## src/rtl/pipe_hazard_ctrl.sv

```systemverilog
// Stall/flush sequencer for the 5-stage pipeline (IF, ID, EX, MEM, WB).
// Merges load-use, taken-branch, data-memory wait and halt-drain hazards
// into per-stage stall/flush controls and keeps a saturating stall counter.
module pipe_hazard_ctrl #(
  parameter int CNT_W     = 16,
  parameter int DRAIN_CYC = 3
) (
  input  logic             clk,
  input  logic             rst,
  input  logic [3:0]       id_rs,
  input  logic             id_rs_vld,
  input  logic [3:0]       id_rt,
  input  logic             id_rt_vld,
  input  logic             ex_load,
  input  logic [3:0]       ex_rd,
  input  logic             ex_br_taken,
  input  logic             mem_req,
  input  logic             mem_rdy,
  input  logic             id_halt,
  output logic             stall_PC,
  output logic             stall_IF_ID,
  output logic             stall_ID_EX,
  output logic             stall_EX_MEM,
  output logic             stall_MEM_WB,
  output logic             flush_IF_ID,
  output logic             flush_ID_EX,
  output logic             halted,
  output logic [CNT_W-1:0] stall_cnt
);

  localparam int DW = (DRAIN_CYC < 2) ? 1 : $clog2(DRAIN_CYC + 1);

  typedef enum logic [1:0] {RUN, MEMWAIT, DRAIN, HALT} state_t;

  state_t           state_q, state_d;
  logic [DW-1:0]    drain_q, drain_d;
  logic [CNT_W-1:0] stall_cnt_q, stall_cnt_d;
  logic             halted_q, halted_d;

  logic memwait_s, load_use_s, run_eval_s;
  logic stall_front_s, stall_all_s, flush_if_s, flush_ex_s;

  // Hazard detection: memory wait and load-use (R0 never creates a dependency).
  always_comb begin
    memwait_s  = mem_req & ~mem_rdy;
    load_use_s = ex_load && (ex_rd != 4'd0) &&
                 ((id_rs_vld && (id_rs == ex_rd)) || (id_rt_vld && (id_rt == ex_rd)));
  end

  // Next-state, drain counter and stall/flush decode from state and hazards.
  always_comb begin
    state_d       = state_q;
    drain_d       = drain_q;
    run_eval_s    = 1'b0;
    stall_front_s = 1'b0;
    stall_all_s   = 1'b0;
    flush_if_s    = 1'b0;
    flush_ex_s    = 1'b0;
    case (state_q)
      RUN: begin
        run_eval_s = 1'b1;
      end
      MEMWAIT: begin
        if (!mem_rdy) begin
          stall_all_s = 1'b1;
        end else begin
          // Completion cycle behaves exactly like RUN, so a HLT sitting in ID
          // still enters the drain instead of slipping past into EX.
          run_eval_s = 1'b1;
        end
      end
      DRAIN: begin
        if (memwait_s) begin
          stall_all_s = 1'b1;
        end else begin
          stall_front_s = 1'b1;
          flush_ex_s    = 1'b1;
          if (drain_q <= DW'(1)) begin
            drain_d = DW'(0);
            state_d = HALT;
          end else begin
            drain_d = drain_q - DW'(1);
          end
        end
      end
      HALT: begin
        stall_all_s = 1'b1;
      end
      default: begin
        state_d = RUN;
      end
    endcase

    if (run_eval_s) begin
      state_d = RUN;
      if (memwait_s) begin
        stall_all_s = 1'b1;
        state_d     = MEMWAIT;
      end else if (ex_br_taken) begin
        // Wrong-path ID instruction: its load-use or HLT is discarded.
        flush_if_s = 1'b1;
        flush_ex_s = 1'b1;
      end else if (load_use_s) begin
        // Bubble for one cycle; a HLT in ID retries next cycle.
        stall_front_s = 1'b1;
        flush_ex_s    = 1'b1;
      end else if (id_halt) begin
        state_d = DRAIN;
        drain_d = DW'(DRAIN_CYC);
      end else begin
        state_d = RUN;
      end
    end else begin
      run_eval_s = 1'b0;
    end
  end

  // Saturating stall-cycle counter and registered halted flag.
  always_comb begin
    stall_cnt_d = stall_cnt_q;
    halted_d    = (state_d == HALT);
    if ((stall_front_s || stall_all_s) && (state_q != HALT) &&
        (stall_cnt_q != {CNT_W{1'b1}})) begin
      stall_cnt_d = stall_cnt_q + CNT_W'(1);
    end else begin
      stall_cnt_d = stall_cnt_q;
    end
  end

  // State, drain counter, stall counter and halted flops.
  always_ff @(posedge clk or posedge rst) begin
    if (rst) begin
      state_q     <= RUN;
      drain_q     <= DW'(0);
      stall_cnt_q <= {CNT_W{1'b0}};
      halted_q    <= 1'b0;
    end else begin
      state_q     <= state_d;
      drain_q     <= drain_d;
      stall_cnt_q <= stall_cnt_d;
      halted_q    <= halted_d;
    end
  end

  assign stall_PC     = stall_front_s | stall_all_s;
  assign stall_IF_ID  = stall_front_s | stall_all_s;
  assign stall_ID_EX  = stall_all_s;
  assign stall_EX_MEM = stall_all_s;
  assign stall_MEM_WB = stall_all_s;
  assign flush_IF_ID  = flush_if_s;
  assign flush_ID_EX  = flush_ex_s;
  assign halted       = halted_q;
  assign stall_cnt    = stall_cnt_q;

endmodule

```

## config.mk

```make
export PLATFORM = sky130hd
export DESIGN_NAME = pipe_hazard_ctrl
export DESIGN_NICKNAME = d
export VERILOG_FILES = /design/src/rtl/pipe_hazard_ctrl.sv
export SDC_FILE = /design/constraint.sdc
export NUM_CORES = 1
export LEC_CHECK = 0
export CORE_MARGIN = 1.5
export CORE_UTILIZATION = 40
export DETAILED_ROUTE_END_ITERATION = 8
export PLACE_DENSITY_LB_ADDON = 0.05
export SLEW_MARGIN = 20
export SYNTH_ARGS = -nofsm -noshare
export SYNTH_HDL_FRONTEND = slang
export SYNTH_SLANG_ARGS = --single-unit
```

## constraint.sdc

```tcl
create_clock -name clk -period 2.5 [get_ports clk]
set_input_delay 0.25 -clock clk [delete_from_list [all_inputs] [get_ports clk]]
set_output_delay 0.25 -clock clk [all_outputs]
set_load 0.1 [all_outputs]
```

==> flow_summary.ini, run 1 <==
[placed_design]
place_congestion = 0.7814
post-place-cells = 188
io_buffers = 44
preCtsSetupSlack_ns = 0.2181
dpl.hpwl_um = 1938
placed_area_sq_um = 1668

[setup_path]
cpPeakStageDelay_ns = 0.47
path_class = input port to primary output
r2r_start = stall_cnt[9]
crit_path_cell_trace = clkdlybuf4s50_1 > xor2_1 > nor3_1 > nand4_1 > a21oi_2 > or2_2 > buf_12
slowest_stage = clkdlybuf4s50_1
cp-end-kind = primary output
cpLargestDelayFamily = buffers and inverters
reg2reg_slack_ns = 0.48
required_ns = 2.25
cp.buffers_inverters = 2
crit_path_start_kind = input port
r2r-end = stall_cnt[1]
worst-path-max-fanout = 5
ff2ff_path_depth = 6
worstPathArrival_ns = 2.00

[final_layout]
drive_gt1_frac = 0.2547
final_core_util = 0.5989
antenna_cells = 0
instances_no_fill = 192
num-nets-final = 184
nFillCells = 252
syn2layout_area_growth_pct = 39.16
final_cell_area_sq_um = 1694

[synthesis]
yosysMostFrequentCell = dfrtp_1
synth_top_flop_cell = dfrtp_1
synth_warnings = 0
avgSynthCellArea_sq_um = 10.49
syn_nets = 138
synth_cell_types = 32
synthCells = 116
synth_top_cell_by_area = dfrtp_1
ys_ff_latch = 21
ys_top_cells_by_area = dfrtp_1 43%, xnor2_1 12%, o2111ai_1 5.0%
synth_top_area_frac = 0.4317
async_reset_ff_frac = 1.000
synthTopCellsByCount = 21 x dfrtp_1, 17 x xnor2_1, 8 x nor2_1
syn_area_sq_um = 1217
synth_edf_count = 0
synth.yosys.seq_area_share = 0.4317

[timing]
setup_slack_ns = 0.2486
max_freq_mhz = 444.2
rsz0062_at_grt = no
max_slew.worst_pin.slew_ns = 0.7579
finalSetupViolCount = 0
hold_viol_final = 0
maxSlewViolCount = 0
fin_setup_tns_ns = 0
holdWs_ns = 0.3711
period_share = 0.9005
finalClockSkew_ns = 0.004452
max_slew_margin = 0.4942
timing.final.crit_period_ns = 2.251

[global_routing]
busiest_layer = met2
overflow = 0
met3_usage = 0.04464
use_met1 = 0.2104
antenna_found_initial = 0
grt_max_degree = 22
grt_pass1_wl_um = 4340
grt_pass1_vias = 1007
met2_usage = 0.2711
track_usage = 0.1644

[clock_tree]
cts_setup_buffers = 0
cts_resized = 0
clock_sinks = 21
cts_buffers = 3
cts_max_path_buffers = 2
ctsHtreeMaxLevel = 1
clkLatencyLatePin_ns = 0.30
cts_root_buf = clkbuf_4
ctsHoldBuffers = 0
clk_pin_slew_ns = 0.11
cts_tree = done

[power]
sw_frac_of_total = 0.2342
seqPwrFrac = 0.593
pwr-share-comb = 0.131
power_mw = 0.5785
peakVddDrop_mv = 0.2682
p_per_area_nw_per_um2 = 341.5
p_switching_mw = 0.1355
p_leak_nw = 0.7728
clockPowerShare = 0.276
internal_power_mw = 0.4430

[detailed_routing]
first_iter_violations = 26
wl_per_cell_um = 12.59
drt_pass1_iterations = 6
post_drt_via_cell_ratio = 5.188
drc_errors = 0
drtAntennaViolNets = 0
wl_um = 2417
vias = 996

[floorplan]
die_w_um = 58.17
rows = 19
core_sq_um = 2829
start_util = 0.4303
die-area_sq_um = 3384
pin_count = 45
die_h_um = 58.17

[outcome]
status = completed

[run]
cap_violations = 0

[hold_path]
hold_path_class = input port to async pin
[power by group through the flow]
stage	Combinational [mW]	Clock, mW	Sequential [mW]
after detailed placement	0.0769	0	0.349
final	0.0758	0.160	0.343
after CTS	0.0772	0.167	0.343
after global placement	0.0761	0	0.349
after floorplan	0.0225	0	0.359
after global routing	0.0840	0.182	0.343
[area by class of cell]
cell class | count | area [sq um] | share of cell area
multi-input cells | 84 | 631.9 | 0.3730
flip-flops and latches | 21 | 525.5 | 0.3102
repair buffers | 47 | 452.9 | 0.2674
well taps | 31 | 38.79 | 0.02290
clock buffers | 4 | 26.28 | 0.01551
inverters | 5 | 18.77 | 0.01108
[flip-flops by register name, summed over array words and instances (netlist names)]
signal     cells
halted         1
stall_cnt     16
drain_q        2
state_q        2
[worst max-delay path by stage]
stage | endpoint | depth (start not counted) | start
2_1_floorplan | flush_IF_ID | 4 | state_q[0]
3_3_place_gp | stall_PC | 6 | ex_rd[0]
3_5_place_dp | stall_IF_ID | 7 | ex_rd[0]
4_1_cts | stall_IF_ID | 7 | ex_rd[0]
5_1_grt | stall_IF_ID | 7 | ex_rd[0]
6_report | stall_PC | 7 | ex_rd[0]
[per-layer routing]
layer,vias up,part of all wire
met5,-,0
met4,0,0.018
met1,458,0.46
met3,6,0.046
met2,27,0.47
li1,505,-
[placed cells by master, fill, tap and decap left out]
cell             count
dfrtp_1             21
buf_12               4
or4b_1               1
clkbuf_4             3
xor2_1               6
clkbuf_1             1
or3_1                1
o21ai_2              4
or2_2                1
or3b_2               1
a21oi_2              1
a32oi_4              1
xnor2_1             17
o41a_1               1
and3_1               6
and3_4               1
nor2b_1              1
and2_4               1
a21oi_1              1
mux2_2               1
o21ai_0              1
nor3_1               2
nand2_1              6
o2111ai_1            7
clkdlybuf4s50_1     20
buf_4               23
o21bai_1             1
inv_1                5
and2_1               1
ha_1                 1
nand3_1              2
nor2_1               8
nand4_1              3
o211ai_1             7
[cells by family (layout without fill, tap and decap cells)]
family                     after synthesis  count (layout)  share of synthesized area
and+or+nand+nor                         35              35                     0.1583
AOI/OAI and AO/OA                       24              24                     0.1696
xor gates and xnor gates                23              23                     0.1655
DFF                                     21              21                     0.4317
buffers and inverters                   11              56                    0.05549
adders and majority gates                1               1                    0.01028
muxes                                    1               1                   0.009249
Power figures use the tool's default switching activity.
==> run 2: changes to the inputs <==
Settings changed: CELL_PAD_IN_SITES_DETAIL_PLACEMENT from default to 0, CELL_PAD_IN_SITES_GLOBAL_PLACEMENT from default to 1, CORE_UTILIZATION 40 to 33.
==> run 2 against run 1 <==
Compared with the run above: flip-flop and latch count unchanged; clock skew shrank 0.0037 ns; combinational power barely moved; power increased by 10%; routed wire length increased by 11%; largest cell class unchanged.
==> flow_summary.ini, run 2 (same netlist as run 1, synthesis figures left out) <==
[detailed_routing]
drt_pass1_iterations = 4
first_iter_violations = 80
vias = 1016
wl_per_cell_um = 12.96
drc_errors = 0
wl_um = 2683
drtAntennaViolNets = 0
post_drt_via_cell_ratio = 4.908

[placed_design]
place_congestion = 0.7551
io_buffers = 44
dpl.hpwl_um = 2160

[setup_path]
r2r-end = stall_cnt[1]
path_class = input port to primary output
ff2ff_path_depth = 6
crit_path_start_kind = input port
r2r_start = stall_cnt[0]
reg2reg_slack_ns = 0.46
worst-path-max-fanout = 3
cp-end-kind = primary output
worstPathArrival_ns = 1.91
required_ns = 2.25

[global_routing]
antenna_found_initial = 0
track_usage = 0.1495
grt_pass1_wl_um = 4843
grt_pass1_vias = 1118
overflow = 0
grt_max_degree = 22

[clock_tree]
cts_setup_buffers = 0
cts_max_path_buffers = 2
cts_buffers = 3
clk_pin_slew_ns = 0.08
cts_resized = 0
cts_tree = done
cts_root_buf = clkbuf_8
clock_sinks = 21
ctsHtreeMaxLevel = 1
ctsHoldBuffers = 0
clkLatencyLatePin_ns = 0.25

[final_layout]
final_cell_mix = 23 x buf_4, 21 x dfrtp_1, 20 x clkdlybuf4s50_1, 17 x xnor2_1, 8 x nor2_1
largest_reg_flops = 16
final_common_cell = buf_4
antenna_cells = 0
nFillCells = 312
final_core_util = 0.5035
syn2layout_area_growth_pct = 42.34
num-nets-final = 184
drive_gt1_frac = 0.2609

[power]
peakVddDrop_mv = 0.1846
p_per_area_nw_per_um2 = 367.8
p_leak_nw = 0.7833

[timing]
finalSetupViolCount = 0
period_share = 0.8659
max_slew_margin = 0.4571
hold_viol_final = 0
fin_setup_tns_ns = 0
max_freq_mhz = 462.0
max_slew.worst_pin.slew_ns = 0.8135
rsz0062_at_grt = no
maxSlewViolCount = 0
timing.final.crit_period_ns = 2.165
finalClockSkew_ns = 0.0007155

[floorplan]
die_w_um = 63.74
die_h_um = 63.74
rows = 21
core_sq_um = 3442
pin_count = 45
die-area_sq_um = 4063
start_util = 0.3537

[run]
cap_violations = 0

[outcome]
status = completed

[hold_path]
hold_path_class = input port to async pin
[run 2: cell count changes in the layout (fill, tap and decap cells not counted), sizes merged]
cell	before	now
clkinv	0	1
clkbuf	4	3
[run 2: per-stage QoR]
step / instance area, sq um / instances / hold WS (ns) / setup WS [ns] / power (mW)
after floorplan: 1225 / 116 / 0.2265 / 0.008112 / 0.3816
after global placement: 1687 / 203 / 0.4808 / 0.3098 / 0.4260
after detailed placement: 1687 / 203 / 0.4834 / 0.2835 / 0.4262
after CTS: 1733 / 207 / 0.4919 / 0.3315 / 0.6511
after global routing: 1733 / 207 / 0.5249 / 0.2828 / 0.6674
final: 1733 / 207 / 0.4545 / 0.3354 / 0.6374
[run 2: area by class of cell]
| class | instances | area, sq um | area share |
|---|---|---|---|
| Tap cell | 46 | 57.56 | 0.03321 |
| Multi-Input combinational cell | 84 | 631.9 | 0.3646 |
| Clock buffer | 3 | 41.29 | 0.02383 |
| Inverter | 5 | 18.77 | 0.01083 |
| Clock inverter | 1 | 5.005 | 0.002888 |
| Sequential cell | 21 | 525.5 | 0.3032 |
| Timing Repair Buffer | 47 | 452.9 | 0.2614 |
[run 2: layer usage]
layer,up-vias,wire length (um),GRT usage
li1,502,-,-
met1,493,1173,0.1857
met2,19,1405,0.2632
met3,2,83,0.02993
met4,0,20,0.04076
met5,-,0,0
[run 2: worst max-delay path by stage]
stage / slack, ns / cells past startpoint / startpoint / end
floorplan: 0.008 / 4 / state_q[0] / flush_IF_ID
global placement: 0.31 / 7 / ex_rd[1] / stall_cnt[1]
detailed placement: 0.28 / 9 / ex_rd[3] / stall_cnt[6]
CTS: 0.33 / 6 / ex_rd[0] / stall_PC
global route: 0.28 / 4 / state_q[0] / stall_PC
finish: 0.34 / 6 / ex_rd[0] / stall_PC
[run 2: power by group]
| group | internal, mW | switching (mW) | leakage, nW |
|---|---|---|---|
| Sequential | 0.341 | 0.00194 | 0.277 |
| Clock | 0.111 | 0.108 | 0.0255 |
| Combinational | 0.0400 | 0.0356 | 0.481 |
[run 2: worst max-delay path, cell delays in order]
cell	delay, ns
clkdlybuf4s50_1	0.46
o41a_1	0.46
nand4_1	0.14
a21oi_2	0.08
or2_2	0.33
buf_12	0.18
==> run 3: changes to the inputs <==
Settings changed: ABC_CLOCK_PERIOD_IN_PS from default to 2500.
==> results of run 3 <==
Same layout as run 2: the final DEF is identical, and so are final timing and power.
